**config.mk**
```make
export PLATFORM = sky130hd
export DESIGN_NAME = matmul_job_scheduler
export DESIGN_NICKNAME = d
export VERILOG_FILES = /design/src/rtl/matmul_job_scheduler.sv
export SDC_FILE = /design/constraint.sdc
export NUM_CORES = 1
export LEC_CHECK = 0
export ABC_CLOCK_PERIOD_IN_PS = 15410
export CORE_MARGIN = 3
export CORE_UTILIZATION = 49
export DETAILED_ROUTE_END_ITERATION = 8
export GPL_TIMING_DRIVEN = 0
export PLACE_DENSITY = 0.75
export SYNTH_ARGS = -nofsm -noshare
export SYNTH_HDL_FRONTEND = slang
export SYNTH_SLANG_ARGS = --single-unit
```
**constraint.sdc**
```tcl
create_clock -name clk -period 15.41 [get_ports clk]
set_clock_uncertainty 0.2 [all_clocks]
set_input_delay 3.082 -clock clk [delete_from_list [all_inputs] [get_ports clk]]
set_output_delay 3.082 -clock clk [all_outputs]
set_load 0.03 [all_outputs]
```
**src/rtl/matmul_job_scheduler.sv**
```systemverilog
// Descriptor queue and single-issue job sequencer for the systolic array.
// Pops one job at a time, drives its operands, and reports a tagged status.
module matmul_job_scheduler #(
  parameter int QUEUE_DEPTH    = 4,
  parameter int TAG_WIDTH      = 4,
  parameter int TIMEOUT_CYCLES = 1000000
) (
  input  logic                   clk,
  input  logic                   reset,
  input  logic                   push_valid_i,
  output logic                   push_ready_o,
  input  logic [15:0]            push_a_addr_i,
  input  logic [15:0]            push_b_addr_i,
  input  logic [15:0]            push_c_addr_i,
  input  logic [15:0]            push_m_i,
  input  logic [15:0]            push_n_i,
  input  logic [15:0]            push_p_i,
  input  logic [TAG_WIDTH-1:0]   push_tag_i,
  input  logic                   flush_i,
  output logic [15:0]            base_addr_a_o,
  output logic [15:0]            base_addr_b_o,
  output logic [15:0]            base_addr_c_o,
  output logic [15:0]            m_o,
  output logic [15:0]            n_o,
  output logic [15:0]            p_o,
  output logic                   start_o,
  input  logic                   done_i,
  output logic                   cpl_valid_o,
  input  logic                   cpl_ready_i,
  output logic [TAG_WIDTH-1:0]   cpl_tag_o,
  output logic [1:0]             cpl_status_o,
  output logic                   busy_o,
  output logic [$clog2(QUEUE_DEPTH+1)-1:0] queue_count_o
);

  localparam int PW = (QUEUE_DEPTH > 1) ? $clog2(QUEUE_DEPTH) : 1;
  localparam int CW = $clog2(QUEUE_DEPTH+1);
  localparam logic [31:0] TLIM = 32'(TIMEOUT_CYCLES - 1);

  typedef struct packed {
    logic [15:0]          a;
    logic [15:0]          b;
    logic [15:0]          c;
    logic [15:0]          m;
    logic [15:0]          n;
    logic [15:0]          p;
    logic [TAG_WIDTH-1:0] tag;
  } desc_t;

  typedef enum logic [1:0] {
    IDLE,
    START,
    WAIT,
    CPL
  } state_t;

  desc_t         mem [QUEUE_DEPTH];
  desc_t         head;
  logic [PW-1:0] wr_ptr;
  logic [PW-1:0] rd_ptr;
  logic [CW-1:0] count;
  state_t        state;
  logic [31:0]   timer;
  logic          done_d;
  logic          push;
  logic          pop;
  logic          rise;

  assign push_ready_o  = (count < CW'(QUEUE_DEPTH)) && !flush_i;
  assign push          = push_valid_i && push_ready_o;
  assign pop           = (state == IDLE) && (count != '0) && !flush_i;
  assign head          = mem[rd_ptr];
  assign rise          = done_i && !done_d;
  assign busy_o        = (state != IDLE) || (count != '0);
  assign queue_count_o = count;

  always_ff @(posedge clk) begin
    if (push) begin
      mem[wr_ptr] <= '{a: push_a_addr_i, b: push_b_addr_i,
                       c: push_c_addr_i, m: push_m_i,
                       n: push_n_i, p: push_p_i,
                       tag: push_tag_i};
    end
  end

  always_ff @(posedge clk or posedge reset) begin
    if (reset) begin
      wr_ptr <= '0;
      rd_ptr <= '0;
      count  <= '0;
    end else if (flush_i) begin
      wr_ptr <= '0;
      rd_ptr <= '0;
      count  <= '0;
    end else begin
      if (push) wr_ptr <= wr_ptr + PW'(1);
      if (pop)  rd_ptr <= rd_ptr + PW'(1);
      if (push && !pop)      count <= count + CW'(1);
      else if (pop && !push) count <= count - CW'(1);
    end
  end

  always_ff @(posedge clk or posedge reset) begin
    if (reset) begin
      state         <= IDLE;
      timer         <= '0;
      done_d        <= 1'b0;
      start_o       <= 1'b0;
      cpl_valid_o   <= 1'b0;
      cpl_tag_o     <= '0;
      cpl_status_o  <= 2'b00;
      base_addr_a_o <= '0;
      base_addr_b_o <= '0;
      base_addr_c_o <= '0;
      m_o           <= '0;
      n_o           <= '0;
      p_o           <= '0;
    end else begin
      done_d <= done_i;
      unique case (state)
        IDLE: begin
          if (pop) begin
            base_addr_a_o <= head.a;
            base_addr_b_o <= head.b;
            base_addr_c_o <= head.c;
            m_o           <= head.m;
            n_o           <= head.n;
            p_o           <= head.p;
            cpl_tag_o     <= head.tag;
            // zero-sized jobs complete as invalid without touching the array
            if (head.m == '0 || head.n == '0 || head.p == '0) begin
              cpl_status_o <= 2'b10;
              cpl_valid_o  <= 1'b1;
              state        <= CPL;
            end else begin
              start_o <= 1'b1;
              state   <= START;
            end
          end
        end
        START: begin
          start_o <= 1'b0;
          timer   <= '0;
          state   <= WAIT;
        end
        WAIT: begin
          timer <= timer + 32'd1;
          if (rise) begin
            cpl_status_o <= 2'b00;
            cpl_valid_o  <= 1'b1;
            state        <= CPL;
          end else if (TIMEOUT_CYCLES != 0 && timer == TLIM) begin
            cpl_status_o <= 2'b01;
            cpl_valid_o  <= 1'b1;
            state        <= CPL;
          end
        end
        CPL: begin
          if (cpl_ready_i) begin
            cpl_valid_o <= 1'b0;
            state       <= IDLE;
          end
        end
      endcase
    end
  end

endmodule
```
=== Word level (Yosys, flattened, before mapping) ===
Memory sizes are Yosys's and may differ from the RTL's.
Index checks and enable logic that the tools add are counted.

* Bits in registers: 146
* Output and inout bits: 109
* Input port bits: 106
* Memories kept: 1
* RAM bits: 400

* Reductions and logical operators: 32
* Equality and inequality tests: 9
* Muxes and demuxes: 30
* Add/subtract/negate cells: 5
* Order comparisons: 1

{| class="wikitable"
|+ Memory list
! memory !! words !! bits a word !! rd ports !! clocked after Yosys merged registers in !! write ports !! RTL line !! source
|-
| mem || 4 || 100 || 1 || 0 || 1 || 57 || <nowiki>desc_t mem [QUEUE_DEPTH];</nowiki>
|}

{| class="wikitable"
|+ Operators by type and width
! kind !! number
|-
| $pmux 32 s2 || 1
|-
| $logic_not 16->1 || 3
|-
| $add 32x1->32 const B || 1
|-
| $eq 32x20->1 const B || 1
|-
| $mux 2 || 13
|-
| $reduce_bool 2->1 || 6
|-
| $mux 1 || 9
|-
| $mux 3 || 3
|-
| $reduce_bool 3->1 || 3
|-
| $pmux 2 s4 || 1
|-
| $logic_and 1x1->1 || 7
|-
| $ne 2x2->1 const B || 3
|-
| $reduce_and 3->1 || 2
|-
| $reduce_and 5->1 || 1
|-
| $add 2x1->2 const B || 2
|-
| $eq 2x2->1 const B || 2
|-
| $logic_not 1->1 || 4
|-
| $pmux 2 s2 || 1
|-
| $reduce_and 4->1 || 1
|-
| $add 3x1->3 const B || 1
|-
| $logic_or 1x1->1 || 3
|-
| $lt 3x3->1 const B || 1
|-
| $ne 3x3->1 const B || 1
|-
| $pmux 1 s3 || 1
|-
| other kinds (6) || 6
|}

=== Longest topological paths before layout ===
* Depth in word-level cells: 8
* Gate-level depth with buffers: 11

=== Least setup slack after synthesis ===
OpenSTA, ideal clock, no wires.

* Kind: input -> output
* Start: input port flush_i
* End: output port push_ready_o
* Setup slack: 8,348 ps
* Cell stages on the path: 2
* Data arrival time: 3,780 ps
* Cells stage by stage: clkbuf_1 > nor2_1

* Cells in the longest elaborated chain, start to end: 2

{| class="wikitable"
|+ RTL lines
! element !! RTL line !! source
|-
| from (decl) || 19 || <nowiki>input logic flush_i,</nowiki>
|-
| $logic_not 1->1 || 69 || <nowiki>assign push_ready_o = (count < CW'(QUEUE_DEPTH)) && !flush_i;</nowiki>
|-
| $logic_and 1x1->1 || 69 ||
|-
| to (decl) || 11 || <nowiki>output logic push_ready_o,</nowiki>
|}

Every way passes these cells.

=== Worst setup path in the final report ===
Ends and elaborated chain as after synthesis.

==> impl_metrics.tcl <==
set metrics [dict create \
    status "finished, final reports clean" \
    synth_cells 1025 \
    die_x_um 211.9 \
    syn_to_final_growth_pct 23.30 \
    hold_violations 0 \
    cp.depth 3 \
    hp-start "n_o[6]" \
    cts_buffers 55 \
    firstDrtPassIters 5 \
    r2r_end "cpl_status_o[1]" \
    critPathSlowestCell "clkdlybuf4s50_1" \
    fmaxAchievable_mhz 130.2 \
    crit_path_start_kind "input pin" \
    worstMarginPinSlew_ns 1.000 \
    io_buffers 213 \
    drive_gt1_frac 0.2242 \
    via_count 10535 \
    synth_area_per_cell_um2 20.27 \
    synth_nets 1142 \
    yosys-top-cells-area "edfxtp_1, dfrtp_1, mux4_2, mux2_2, mux4_1" \
    wl_per_cell_um 23.57 \
    nets 1417 \
    cp-end-kind "output pin" \
    crit-reg2reg-launch "rd_ptr[1]" \
    maxSlewViolCount 0 \
    finalCritPeriodShare 0.4986 \
    critPathBufInv 2 \
    clk_pin_slew_ns 0.06 \
    power.density_nw_per_um2 178.8 \
    finalSetupViolations 0 \
    rsz0062_at_grt "no" \
    max-slew-margin-rel 0.3333 \
    ys.flop_type "edfxtp_1" \
    ys_types 57 \
    dp.final_hpwl_um 27320 \
    clock_latency_ns 0.61 \
    postCtsSetupBuffers 0 \
    reg2reg_slack_ns 11.54 \
    fin_hold_ws_ns 0.2920 \
    cap_violations 0 \
    cts_tree "built" \
    drc_errors 0 \
    ctsHoldBuffers 0 \
    drtIter0Drc 764 \
    routed_wl_um 44400 \
    grt_max_degree 88 \
    cp_cell_sequence "clkbuf_1 > nor2_1 > clkdlybuf4s50_1" \
    min_path_type "flop to flop" \
    die_h_um 211.9 \
    rr_worst_depth 8 \
    vdd_ir_drop_max_mv 0.1178 \
    routed_via_density 5.592 \
    clk_root_buffer_cell "clkbuf_16" \
    grt_pass1_wl_um 67340 \
    synth_edf_count 400 \
    path_class "input pin to output pin" \
    yosysWarnings 0 \
    ys_async_sr_fraction 0.2674 \
    ys_seq_elements 546 \
    start_util 0.5019 \
    clockBufferDepth 3 \
    seq_area_frac_synth 0.7541 \
    ioPinCount 215 \
    path_max_fanout 10 \
    finalWorstSetupSlack_ns 7.727 \
    post-place-ws_ns 7.717 \
    post_cts_resized 0 \
    fin_util 0.6189 \
    grt_pass1_vias 11224 \
    num_rows 74 \
    antenna_found_initial 8 \
    yosysTopAreaCell "edfxtp_1" \
    power_leakage_nw 8.801 \
    setup_tns_ns 0 \
    worstPathArrival_ns 4.40 \
    crit_path_max_incr_delay_ns 0.75 \
    core_area_um2 41390 \
    cp-endpoint "push_ready_o" \
    grt_overflow_total 0 \
    required_ns 12.13 \
    grtUsageTotal 0.2023 \
    die-area_um2 44900 \
    final.min_clock_period_ns 7.683 \
    synth_top_area_frac 0.5782 \
    h-tree-depth 2 \
    cts.sinks 546 \
    drtAntennaViolNets 0 \
    gp_congestion 0.8143 \
    netlist_area_um2 20770 \
    startpoint "flush_i" \
    cpLargestDelayFamily "buffers and inverters" \
]
==> Yosys cell counts, types with 2 or more instances <==
cell and count:
nor2_1 35, inv_1 14, o211ai_1 2, buf_2 9, o21ai_0 11, nor4_1 14
and4_1 3, nor2b_1 3, mux2i_1 2, and2_1 4, mux4_1 11, a21oi_1 4
o21ai_1 2, or3_1 4, and3_1 7, or4_1 3, o41ai_1 2, a31o_1 2
mux2_2 94, buf_1 3, nand2b_1 2, nor3_1 3, ha_1 10, xor2_1 16
nand2_1 33, nand3_1 16, o31ai_1 4, mux4_2 89, mux2_1 6, buf_6 3
edfxtp_1 400, nor4_2 2, xnor2_1 8, clkbuf_1 27, nand4_1 10, dfrtp_1 146
==> worst min-delay path by stage <==
stage	cells after the start	to	slack, ns
3_3_place_gp	1	n_o[4]	0.27
4_1_cts	1	n_o[4]	0.30
6_report	1	n_o[6]	0.29
2_1_floorplan	1	timer[3]	0.27
3_5_place_dp	1	n_o[6]	0.28
5_1_grt	1	n_o[5]	0.31
==> stage by stage <==
step,total power [mW],cell area [µm²],std cells
3_5_place_dp,3.264,23740,1775
3_3_place_gp,3.241,23570,1770
5_1_grt,4.773,25610,1882
4_1_cts,4.633,25600,1879
2_1_floorplan,2.728,20770,1025
6_report,4.579,25610,1884
==> where the power goes <==
part / internal [mW] / total [mW] / switching [mW]
Clock: 0.800 / 1.35 / 0.552
Sequential: 1.81 / 1.93 / 0.116
Combinational: 0.576 / 1.30 / 0.719
==> cell usage in the layout, fill, tap and decap left out, drive strengths merged, types with 3 or more instances in the layout <==
master         synthesis  routed
nand3                 17      17
nand2                 33      33
nor2b                  3       3
and3                   7       7
xor2                  16      16
clkdlybuf4s50          0     213
o21ai                 13      13
or4                    3       3
mux4                 100     100
and2                   4       4
edfxtp               400     400
mux2                 100     100
nand4                 11      11
bufinv                 0       5
nor2                  35      35
o31ai                  4       4
buf                   17      22
and4                   3       3
nor3                   4       4
inv                   14      18
ha                    10      10
clkbuf                27     107
a21oi                  4       4
xnor2                  8       8
or3                    4       4
diode                  0       5
nor4                  17      17
clkinv                 0      14
dfrtp                146     146
==> logic make-up after synthesis <==
kind of cell	Yosys count	synth area share
AO/OA/AOI/OAI	36	0.01181
XOR/XNOR	24	0.01012
adder cells (fa/ha/maj)	11	0.006987
buffers and inverters	58	0.01283
flip-flops	546	0.7541
multiplexers	202	0.1656
AND/OR/NAND/NOR	148	0.03855
==> worst reg2reg max path: cells and delay by family (launching register included) <==
| kind | cells | cell delay, ns |
|---|---|---|
| AO/OA/AOI/OAI | 2 | 0.48 |
| buffers and inverters | 2 | 1.28 |
| flip-flops | 1 | 0.35 |
| AND/OR/NAND/NOR | 3 | 0.98 |
| multiplexers | 1 | 0.47 |
==> routing by layer <==
metal / wire (µm) / global-route usage / vias to the layer above
li1: - / - / 4659
met1: 17990 / 0.2640 / 5503
met2: 22150 / 0.3345 / 288
met3: 3234 / 0.05957 / 79
met4: 993 / 0.05889 / 6
met5: 44 / 0 / -
==> sequential cells by signal, summed over array words and instances (netlist names) <==
name           count
p_o               16
mem              400
base_addr_b_o     16
queue_count_o      3
start_o            1
wr_ptr             2
base_addr_a_o     16
cpl_tag_o          4
base_addr_c_o     16
rd_ptr             2
done_d             1
n_o               16
cpl_status_o       2
timer             32
state              2
cpl_valid_o        1
m_o               16
==> layout make-up <==
| type | count | area [µm²] |
|---|---|---|
| fill | 2893 | 15770 |
| sequential | 546 | 15670 |
| multi-input combinational | 421 | 4861 |
| timing repair buffer | 218 | 2270 |
| clock buffer | 80 | 1580 |
| tap | 532 | 665.6 |
| clock inverter | 24 | 285.3 |
| buffer | 44 | 214.0 |
| inverter | 14 | 60.06 |
| antenna | 5 | 12.51 |
No activity file was read; power rests on OpenSTA's default activity.
